`src/rtl/flash_pkg.sv`:
```
// Shared definitions for the SPI flash controller family: state encoding,
// flash opcodes and chip-select guard timing.
package flash_pkg;

   // Controller state encoding
   typedef enum logic [2:0] {
      ST_IDLE  = 3'd0,
      ST_SETUP = 3'd1,
      ST_CMD   = 3'd2,
      ST_ADDR  = 3'd3,
      ST_READ  = 3'd4,
      ST_HOLD  = 3'd5
   } state_t;

   // Flash opcodes (READ used here, the others by sibling controllers)
   localparam logic [7:0] OP_READ = 8'h03;
   localparam logic [7:0] OP_PP   = 8'h02;
   localparam logic [7:0] OP_WREN = 8'h06;
   localparam logic [7:0] OP_SE   = 8'hD8;

   // sys_clk cycles with cs_n low and sck idle before the command and after the data
   localparam int unsigned GUARD_CYC = 4;

   // Serial frame lengths
   localparam int unsigned CMD_BITS  = 8;
   localparam int unsigned ADDR_BITS = 24;

   // States in which the SPI bit clock runs
   function automatic logic is_shift_state(input state_t s);
      return (s == ST_CMD) || (s == ST_ADDR) || (s == ST_READ);
   endfunction

endpackage

```
`src/rtl/flash_read_ctrl_if.sv`:
```
// Bundle of the key trigger, SPI pins and received-byte stream of the flash
// read controller. master = controller side, slave = flash/consumer side.
interface flash_read_ctrl_if;
   logic       key_flag;
   logic       miso;
   logic       cs_n;
   logic       sck;
   logic       mosi;
   logic [7:0] rd_data;
   logic       rd_valid;

   modport master (
      input  key_flag,
      input  miso,
      output cs_n,
      output sck,
      output mosi,
      output rd_data,
      output rd_valid
   );

   modport slave (
      output key_flag,
      output miso,
      input  cs_n,
      input  sck,
      input  mosi,
      input  rd_data,
      input  rd_valid
   );
endinterface

```
`src/rtl/flash_read_ctrl_spi_sck_gen.sv`:
```
// SPI mode-0 bit clock: a 2-bit phase counter runs while enabled, one SPI bit
// spans four sys_clk, and sck is high in phases 2 and 3.
module spi_sck_gen (
   input  logic       sys_clk,
   input  logic       sys_rst_n,
   input  logic       enable,
   output logic [1:0] cnt_clk,
   output logic       sck
);

   logic [1:0] cnt_clk_q;
   logic [1:0] cnt_clk_d;

   // Advance the phase while shifting; park at 0 otherwise so every frame starts at phase 0
   always_comb begin
      cnt_clk_d = 2'd0;
      if (enable) begin
         cnt_clk_d = cnt_clk_q + 2'd1;
      end
   end

   // Phase counter register
   always_ff @(posedge sys_clk or negedge sys_rst_n) begin
      if (!sys_rst_n) begin
         cnt_clk_q <= 2'd0;
      end else begin
         cnt_clk_q <= cnt_clk_d;
      end
   end

   assign cnt_clk = cnt_clk_q;
   // Taken straight from a flop bit: glitch-free and low whenever the counter is parked
   assign sck     = cnt_clk_q[1];

endmodule

```
`src/rtl/flash_read_ctrl.sv`:
```
// SPI flash sequential reader: on a key pulse, selects the flash, sends READ
// (0x03) plus a 24-bit address, then shifts in RD_NUM bytes, presenting each
// one on rd_data with a single-cycle rd_valid strobe.
module flash_read_ctrl
   import flash_pkg::*;
#(
   parameter logic [23:0] RD_ADDR = 24'h00_00_00,
   parameter int unsigned RD_NUM  = 10
) (
   input  logic               sys_clk,
   input  logic               sys_rst_n,
   flash_read_ctrl_if.master  bus
);

   localparam logic [1:0] GUARD_LAST = 2'(GUARD_CYC - 1);
   localparam logic [4:0] CMD_LAST   = 5'(CMD_BITS - 1);
   localparam logic [4:0] ADDR_LAST  = 5'(CMD_BITS + ADDR_BITS - 1);
   localparam logic [7:0] LAST_BYTE  = 8'(RD_NUM - 1);

   state_t      state_q, state_d;
   logic [1:0]  guard_q, guard_d;
   logic [31:0] tx_q, tx_d;
   logic [4:0]  tx_bit_q, tx_bit_d;
   logic [7:0]  rx_q, rx_d;
   logic [2:0]  bit_q, bit_d;
   logic [7:0]  byte_q, byte_d;
   logic [7:0]  rd_data_q, rd_data_d;
   logic        rd_valid_q, rd_valid_d;
   logic        cs_n_q, cs_n_d;
   logic        mosi_q, mosi_d;

   logic        enable;
   logic [1:0]  cnt_clk;
   logic        sck;
   logic        bit_end;
   logic        sample;

   spi_sck_gen u_sck_gen (
      .sys_clk   (sys_clk),
      .sys_rst_n (sys_rst_n),
      .enable    (enable),
      .cnt_clk   (cnt_clk),
      .sck       (sck)
   );

   assign bit_end = (cnt_clk == 2'd3);
   assign sample  = (state_q == ST_READ) && (cnt_clk == 2'd2);

   // State register
   always_ff @(posedge sys_clk or negedge sys_rst_n) begin
      if (!sys_rst_n) begin
         state_q <= ST_IDLE;
      end else begin
         state_q <= state_d;
      end
   end

   // Next-state logic; the key is only honoured from IDLE
   always_comb begin
      state_d = state_q;
      case (state_q)
         ST_IDLE:  if (bus.key_flag)                                   state_d = ST_SETUP;
         ST_SETUP: if (guard_q == GUARD_LAST)                          state_d = ST_CMD;
         ST_CMD:   if (bit_end && (tx_bit_q == CMD_LAST))              state_d = ST_ADDR;
         ST_ADDR:  if (bit_end && (tx_bit_q == ADDR_LAST))             state_d = ST_READ;
         ST_READ:  if (bit_end && (bit_q == 3'd7) && (byte_q == LAST_BYTE)) state_d = ST_HOLD;
         ST_HOLD:  if (guard_q == GUARD_LAST)                          state_d = ST_IDLE;
         default:                                                      state_d = ST_IDLE;
      endcase
   end

   // State-decoded outputs: the bit clock runs only in the shift states
   always_comb begin
      enable = is_shift_state(state_q);
   end

   // Counters, shift registers and the next values of the registered pins
   always_comb begin
      guard_d    = 2'd0;
      tx_d       = tx_q;
      tx_bit_d   = tx_bit_q;
      rx_d       = rx_q;
      bit_d      = 3'd0;
      byte_d     = 8'd0;
      rd_data_d  = rd_data_q;
      rd_valid_d = 1'b0;
      case (state_q)
         ST_IDLE: begin
            tx_d     = '0;
            tx_bit_d = '0;
            rx_d     = '0;
         end
         ST_SETUP: begin
            guard_d  = guard_q + 2'd1;
            tx_d     = {OP_READ, RD_ADDR};
            tx_bit_d = '0;
         end
         ST_CMD, ST_ADDR: begin
            // Next bit is presented at phase 0, i.e. right after phase 3
            if (bit_end) begin
               tx_d     = {tx_q[30:0], 1'b0};
               tx_bit_d = tx_bit_q + 5'd1;
            end
         end
         ST_READ: begin
            bit_d  = bit_q;
            byte_d = byte_q;
            if (sample) begin
               rx_d = {rx_q[6:0], bus.miso};
               if (bit_q == 3'd7) begin
                  rd_data_d  = {rx_q[6:0], bus.miso};
                  rd_valid_d = 1'b1;
               end
            end
            if (bit_end) begin
               bit_d = bit_q + 3'd1;
               // Byte counter saturates at the last byte; the FSM leaves READ there
               if ((bit_q == 3'd7) && (byte_q != LAST_BYTE)) begin
                  byte_d = byte_q + 8'd1;
               end
            end
         end
         ST_HOLD: begin
            guard_d = guard_q + 2'd1;
         end
         default: ;
      endcase
      // Pins registered from next-state values so they carry no decode glitches
      cs_n_d = (state_d == ST_IDLE);
      mosi_d = ((state_d == ST_CMD) || (state_d == ST_ADDR)) ? tx_d[31] : 1'b0;
   end

   // Datapath and pin registers; reset deselects the flash immediately
   always_ff @(posedge sys_clk or negedge sys_rst_n) begin
      if (!sys_rst_n) begin
         guard_q    <= 2'd0;
         tx_q       <= '0;
         tx_bit_q   <= '0;
         rx_q       <= '0;
         bit_q      <= '0;
         byte_q     <= '0;
         rd_data_q  <= 8'h00;
         rd_valid_q <= 1'b0;
         cs_n_q     <= 1'b1;
         mosi_q     <= 1'b0;
      end else begin
         guard_q    <= guard_d;
         tx_q       <= tx_d;
         tx_bit_q   <= tx_bit_d;
         rx_q       <= rx_d;
         bit_q      <= bit_d;
         byte_q     <= byte_d;
         rd_data_q  <= rd_data_d;
         rd_valid_q <= rd_valid_d;
         cs_n_q     <= cs_n_d;
         mosi_q     <= mosi_d;
      end
   end

   assign bus.cs_n     = cs_n_q;
   assign bus.sck      = sck;
   assign bus.mosi     = mosi_q;
   assign bus.rd_data  = rd_data_q;
   assign bus.rd_valid = rd_valid_q;

endmodule

```
`src/flat_wrapper.sv`:
```
// flat-port wrapper written by rule: the top's interface ports become plain ports
module flash_read_ctrl_flat import flash_pkg::*;
#(
   parameter logic [23:0] RD_ADDR = 24'h00_00_00,
   parameter int unsigned RD_NUM  = 10
)
  (sys_clk, sys_rst_n, bus_key_flag, bus_miso, bus_cs_n, bus_sck, bus_mosi, bus_rd_data, bus_rd_valid);
  flash_read_ctrl_if bus_i ();
  input  logic sys_clk;
  input  logic sys_rst_n;
  input wire logic [$bits(bus_i.key_flag)-1:0] bus_key_flag;
  input wire logic [$bits(bus_i.miso)-1:0] bus_miso;
  output wire logic [$bits(bus_i.cs_n)-1:0] bus_cs_n;
  output wire logic [$bits(bus_i.sck)-1:0] bus_sck;
  output wire logic [$bits(bus_i.mosi)-1:0] bus_mosi;
  output wire logic [$bits(bus_i.rd_data)-1:0] bus_rd_data;
  output wire logic [$bits(bus_i.rd_valid)-1:0] bus_rd_valid;
  assign bus_i.key_flag = bus_key_flag;
  assign bus_i.miso = bus_miso;
  assign bus_cs_n = bus_i.cs_n;
  assign bus_sck = bus_i.sck;
  assign bus_mosi = bus_i.mosi;
  assign bus_rd_data = bus_i.rd_data;
  assign bus_rd_valid = bus_i.rd_valid;
  flash_read_ctrl #(.RD_ADDR(RD_ADDR), .RD_NUM(RD_NUM)) u_core (.sys_clk(sys_clk), .sys_rst_n(sys_rst_n), .bus(bus_i));
endmodule
```
`config.mk`:
```
export PLATFORM = sky130hd
export DESIGN_NAME = flash_read_ctrl_flat
export DESIGN_NICKNAME = d
export VERILOG_FILES = /design/src/rtl/flash_pkg.sv /design/src/rtl/flash_read_ctrl_if.sv /design/src/rtl/flash_read_ctrl_spi_sck_gen.sv /design/src/rtl/flash_read_ctrl.sv /design/src/flat_wrapper.sv
export SDC_FILE = /design/constraint.sdc
export NUM_CORES = 1
export LEC_CHECK = 0
export BUFFER_PORTS_ARGS = -buffer_cell sky130_fd_sc_hd__buf_2
export CAP_MARGIN = 20
export CORE_MARGIN = 3
export CORE_UTILIZATION = 55
export CTS_CLUSTER_SIZE = 24
export DETAILED_ROUTE_END_ITERATION = 6
export MAX_ROUTING_LAYER = met4
export PLACE_DENSITY = 0.72
export SLEW_MARGIN = 20
export SYNTH_ARGS = -nofsm -noshare
export SYNTH_HDL_FRONTEND = slang
export SYNTH_SLANG_ARGS = --single-unit
export TNS_END_PERCENT = 20
```
`constraint.sdc`:
```
create_clock -name sys_clk -period 4 [get_ports sys_clk]
set_clock_uncertainty 0.2 [all_clocks]
set_input_delay 0.6 -clock sys_clk [delete_from_list [all_inputs] [get_ports sys_clk]]
set_output_delay 0.6 -clock sys_clk [all_outputs]
set_load 0.05 [all_outputs]
```
==> results.py, run 1 <==
metrics = {
    "run_status": {
        "status": "complete, no violations",
    },
    "timing": {
        "setup_viol_count_final": 0,
        "timing.fmax_mhz": 373,
        "finalSetupTns_ps": 0,
        "rsz0062_at_grt": "no",
        "hold_violations": 0,
        "worst_pin_slew_ps": 998,
        "slew_headroom_pct": 33.4,
        "slew_viol_final": 0,
        "min_period_ps": 2680,
        "period_share_pct": 67.1,
    },
    "drt": {
        "drt-pass1-iter-count": 4,
        "ant_nets": 0,
        "drtIter0Drc": 114,
        "avgRoutedWirePerCell_um": 16.8,
        "drt_wl_total_um": 5750,
        "post_drt_via_cell_ratio": 5.99,
        "route.detailed.drc": 0,
        "num_vias": 2053,
    },
    "power": {
        "powerDensity_mw_per_mm2": 401,
        "peakVddDrop_mv": 0.187,
        "p_leak_nw": 1.70,
        "power_mw": 1.39,
    },
    "synth": {
        "synth_top_flop_cell": "dfrtp_1",
        "ys.warnings.count": 0,
        "synthCells": 254,
        "async_flop_share_pct": 100,
        "synth_cell_type_count": 47,
        "syn-cell-area_sq_mm": 0.00315,
        "postSynthAreaPerCell_sq_um": 12.4,
        "ys_seq_elements": 72,
        "syn_nets": 267,
        "synth-edff-count": 0,
        "synth-seq-area-share_pct": 57.2,
    },
    "clock_tree": {
        "htreeDepth": 3,
        "clockBufferDepth": 2,
        "cts_setup_buffers": 0,
        "cts-resized-gates": 0,
        "cts.clk_slew.worst_paths_ps": 80,
        "clock-sinks": 72,
        "cts-root-buf": "clkbuf_8",
        "insertion_delay_ps": 340,
        "cts_buffers": 9,
        "cts_tree": "built",
        "holdBufCountCts": 0,
    },
    "floorplan": {
        "start_util_pct": 59.1,
        "die_area_sq_mm": 0.00668,
        "die_x_um": 81.7,
        "core-area_sq_mm": 0.00534,
        "fp.dieH_um": 81.7,
        "rows": 26,
        "io_pins": 16,
    },
    "global_route": {
        "grtUsageTotal_pct": 20.5,
        "antenna_found_initial": 0,
        "grt_pass1_vias": 2034,
        "grt_max_degree": 50,
        "grt_pass1_wl_um": 10000,
        "grt_overflow": 0,
    },
    "setup_path": {
        "cp_max_fo": 27,
        "crit_required_ps": 4070,
        "critPathCaptureType": "flop",
        "start_kind": "flop",
        "critPathKind": "reg -> reg",
        "arrival_ps": 2760,
    },
    "placed_design": {
        "portBuffers": 15,
        "place_congestion": 0.819,
        "post-dp-hpwl_um": 3640,
        "placedCellCount": 327,
    },
    "layout": {
        "antennaDiodeCount": 0,
        "layoutNonFillerInstCount": 343,
        "final_common_cell": "dfrtp_1",
        "final_core_util_pct": 65.1,
        "drive_gt1_share_pct": 16.1,
        "layout_common_cells": "dfrtp_1, a22o_1, buf_2",
        "syn_to_final_growth_pct": 10.1,
        "nets": 281,
    },
    "run": {
        "maxCapViolations": 0,
    },
    "min_path": {
        "hp-class": "in -> async",
    },
}
==> worst max-delay path, cell delays in order, from the launching register on <==
cell	delay, ps
dfrtp_1	380
ha_1	640
inv_1	280
nor2_2	840
a22o_1	280
==> state kept, by name, summed over array words and instances (netlist names) <==
name,cells
u_core.tx_q,31
u_core.bus.rd_data,8
u_core.byte_q,8
u_core.rx_q,7
u_core.tx_bit_q,5
u_core.bit_q,3
u_core.state_q,3
u_core.guard_q,2
u_core.u_sck_gen.cnt_clk,2
u_core.bus.cs_n,1
u_core.bus.mosi,1
u_core.bus.rd_valid,1
==> per-stage QoR <==
stage / hold WS (ps) / worst slack, ps / area [sq um]
CTS: 258 / 1300 / 3470
floorplan: 104 / 1950 / 3150
global placement: 234 / 1420 / 3240
finish: 68.3 / 1320 / 3470
detailed placement: 248 / 1320 / 3240
global route: 98.7 / 1100 / 3470
==> area by class of cell <==
class | count | area, sq um
Inverter | 8 | 30.0
Sequential cell | 72 | 1800
Multi-Input combinational cell | 160 | 1230
Timing Repair Buffer | 17 | 92.6
Clock inverter | 6 | 90.1
Tap cell | 70 | 87.6
Clock buffer | 10 | 138
Fill cell | 419 | 1860
==> report_power, final <==
group	internal [mW]	total, mW	switching (mW)
clock	0.370	0.647	0.277
combinational	0.00262	0.0165	0.0139
sequential	0.727	0.727	0
==> final timing paths <==
path | slack [ps] | end | cells after the start | from
min | 70 | u_core.tx_q[7]$_DFFE_PN0P_ | 1 | sys_rst_n
max in group asynchronous | 2930 | u_core.bit_q[2]$_DFFE_PN0P_ | 2 | sys_rst_n
max | 1320 | u_core.tx_q[29]$_DFFE_PN0P_ | 4 | u_core.u_sck_gen.cnt_clk[1]$_DFF_PN0_
min in group sys_clk | 250 | u_core.guard_q[0]$_DFF_PN0_ | 1 | u_core.guard_q[0]$_DFF_PN0_
max reg2reg | 1320 | u_core.tx_q[29]$_DFFE_PN0P_ | 4 | u_core.u_sck_gen.cnt_clk[1]$_DFF_PN0_
min reg2reg | 250 | u_core.guard_q[0]$_DFF_PN0_ | 1 | u_core.guard_q[0]$_DFF_PN0_
==> cell families after synthesis <==
kind of cell,share of synthesized area [%]
flops,57.2
xor+xnor,0.278
mux,4.76
fa+ha+maj,3.57
buf+inv,3.81
compound gates,20.1
simple gates,10.4
==> Yosys cell counts, types with 3 or more instances <==
cell type | instances | share of area [%]
mux2_1 | 8 | 2.9
and3_1 | 3 | 0.60
clkbuf_1 | 3 | 0.36
inv_1 | 7 | 0.83
a21oi_2 | 5 | 1.4
nor2b_1 | 3 | 0.60
mux2i_1 | 6 | 1.9
ha_1 | 9 | 3.6
nand4_1 | 3 | 0.60
nand2b_1 | 3 | 0.60
dfrtp_1 | 71 | 56
nor2_1 | 12 | 1.4
or3_1 | 4 | 0.79
a21oi_1 | 4 | 0.63
nand2_1 | 12 | 1.4
o21ai_0 | 7 | 1.1
buf_2 | 6 | 0.95
nand3_1 | 8 | 1.3
buf_6 | 3 | 1.1
a22o_1 | 43 | 12
==> routing by layer <==
metal / vias up / global-route usage, % / part of all wire (%)
met5: - / - / 0
met4: 0 / 8.80 / 1.7
met3: 11 / 5.26 / 4.8
met2: 40 / 27.7 / 44
met1: 1027 / 29.1 / 49
li1: 975 / - / -
(Power assumes the default switching activity.)
==> run 2, diff against run 1 <==
Clock period 4 ns to 2.6 ns, I/O delays scaled along.
==> results.py, run 2 (synthesized netlist as in run 1, its figures left out) <==
metrics = {
    "setup_path": {
        "critPathKind": "reg -> reg",
        "cp_max_fo": 13,
        "arrival_ps": 2070,
        "cp_cell_sequence": "nor3b_4, and3_1, mux2_1",
        "crit_path_top_delay_cell": "dfrtp_1",
        "critPathCaptureType": "flop",
        "crit_required_ps": 2630,
        "cpPeakStageDelay_ps": 630,
        "start_kind": "flop",
    },
    "global_route": {
        "grt_overflow": 0,
        "grt_pass1_vias": 2027,
        "grt_pass1_wl_um": 9830,
        "grtUsageTotal_pct": 20.2,
        "antenna_found_initial": 0,
        "grt_max_degree": 73,
    },
    "drt": {
        "num_vias": 2052,
        "avgRoutedWirePerCell_um": 16.2,
        "ant_nets": 0,
        "drtIter0Drc": 187,
        "post_drt_via_cell_ratio": 5.90,
        "drt-pass1-iter-count": 4,
        "drt_wl_total_um": 5630,
        "route.detailed.drc": 0,
    },
    "power": {
        "p_leak_nw": 1.71,
        "powerDensity_mw_per_mm2": 579,
        "peakVddDrop_mv": 0.407,
    },
    "clock_tree": {
        "cts_tree": "built",
        "clock-sinks": 72,
        "cts.clk_slew.worst_paths_ps": 70,
        "cts_setup_buffers": 0,
        "clockBufferDepth": 2,
        "cts_buffers": 9,
        "insertion_delay_ps": 350,
        "htreeDepth": 3,
        "cts-root-buf": "clkbuf_8",
    },
    "timing": {
        "slew_viol_final": 0,
        "min_period_ps": 2040,
        "rsz0062_at_grt": "no",
        "hold_violations": 0,
        "setup_viol_count_final": 0,
        "worst_pin_slew_ps": 689,
        "timing.fmax_mhz": 489,
        "finalSetupTns_ps": 0,
        "slew_headroom_pct": 53.9,
        "period_share_pct": 78.6,
    },
    "layout": {
        "largest_reg_flops": 31,
        "layout_common_cells": "dfrtp_1, a22o_1, buf_2",
        "n_fill_cell": 415,
        "final_common_cell": "dfrtp_1",
        "antennaDiodeCount": 0,
        "drive_gt1_share_pct": 16.2,
        "top_register": "u_core.tx_q",
        "final_core_util_pct": 65.3,
        "nets": 286,
        "syn_to_final_growth_pct": 10.5,
    },
    "placed_design": {
        "portBuffers": 15,
        "place_congestion": 0.847,
        "post-dp-hpwl_um": 3530,
    },
    "floorplan": {
        "fp.dieH_um": 81.7,
        "start_util_pct": 59.1,
        "die_x_um": 81.7,
        "rows": 26,
        "io_pins": 16,
        "core-area_sq_mm": 0.00534,
        "die_area_sq_mm": 0.00668,
    },
    "run": {
        "maxCapViolations": 0,
    },
    "run_status": {
        "status": "complete, no violations",
    },
    "min_path": {
        "hp-class": "in -> reg",
    },
}
run 2: cell types whose count changed in the layout (fill, tap and decap cells not counted):
cell	delta
buf_2	+1
buf_4	+2
buf_12	+1
dlygate4sd3_1	+1
inv_6	-1
clkinv_4	-1
clkbuf_1	+3
bufinv_16	-1
run 2: report_power, final:
group          leakage (nW)  switching, mW  total (mW)  internal [mW]
combinational         0.640         0.0215      0.0273        0.00578
sequential            0.973              0        1.12           1.12
clock                0.0936          0.401       0.870          0.469
total                  1.71          0.423        2.02           1.59
run 2: critical path, delay by kind of cell, from the launching register on:
kind / cells / cell delay, ps
muxes: 1 / 370
and+or+nand+nor: 2 / 720
DFF: 1 / 630
run 2: metal layers:
metal | track usage [%] | vias up | routed length (um)
li1 | - | 982 | -
met5 | - | - | 0
met2 | 27.8 | 32 | 2480
met4 | 8.31 | 0 | 80
met3 | 5.59 | 9 | 207
met1 | 28.1 | 1029 | 2860
run 2: final cells by class:
cell class                 instances  area, sq um  area share [%]
timing repair buffer              22          143            4.09
clock buffer                      13          149            4.27
inverter                           8         30.0           0.861
sequential                        72         1800            51.7
tap                               70         87.6            2.51
multi-input combinational        160         1230            35.3
clock inverter                     3         42.5            1.22
run 2: repair_timing:
item / in CTS / in global routing
hold buffers: 1 / 0
resized for setup: 0 / 0
hold endpoints to repair: 71 / 0
run 2: final timing paths:
kind | from | to | slack (ps) | cells after the start
min reg2reg | u_core.guard_q[0]$_DFF_PN0_ | u_core.guard_q[0]$_DFF_PN0_ | 240 | 1
min in group asynchronous | sys_rst_n | u_core.tx_bit_q[1]$_DFFE_PN0P_ | 390 | 3
max in group asynchronous | sys_rst_n | u_core.bus.cs_n$_DFF_PN1_ | 1490 | 3
max | u_core.state_q[2]$_DFF_PN0_ | u_core.bus.rd_data[3]$_DFFE_PN0P_ | 560 | 3
max reg2reg | u_core.state_q[2]$_DFF_PN0_ | u_core.bus.rd_data[3]$_DFFE_PN0P_ | 560 | 3
min | bus_miso | u_core.bus.rd_data[0]$_DFFE_PN0P_ | 90 | 2
run 2: stage by stage:
step / total power, mW / hold WS [ps] / cell area [sq um] / setup WS [ps] / cells
3_3_place_gp: 1.17 / 231 / 3280 / 610 / 331
3_5_place_dp: 1.17 / 232 / 3280 / 579 / 331
4_1_cts: 2.03 / 79.4 / 3490 / 552 / 348
5_1_grt: 2.09 / 74.9 / 3490 / 395 / 348
2_1_floorplan: 1.14 / -106 / 3150 / 555 / 254
6_report: 2.02 / 93.8 / 3490 / 556 / 348
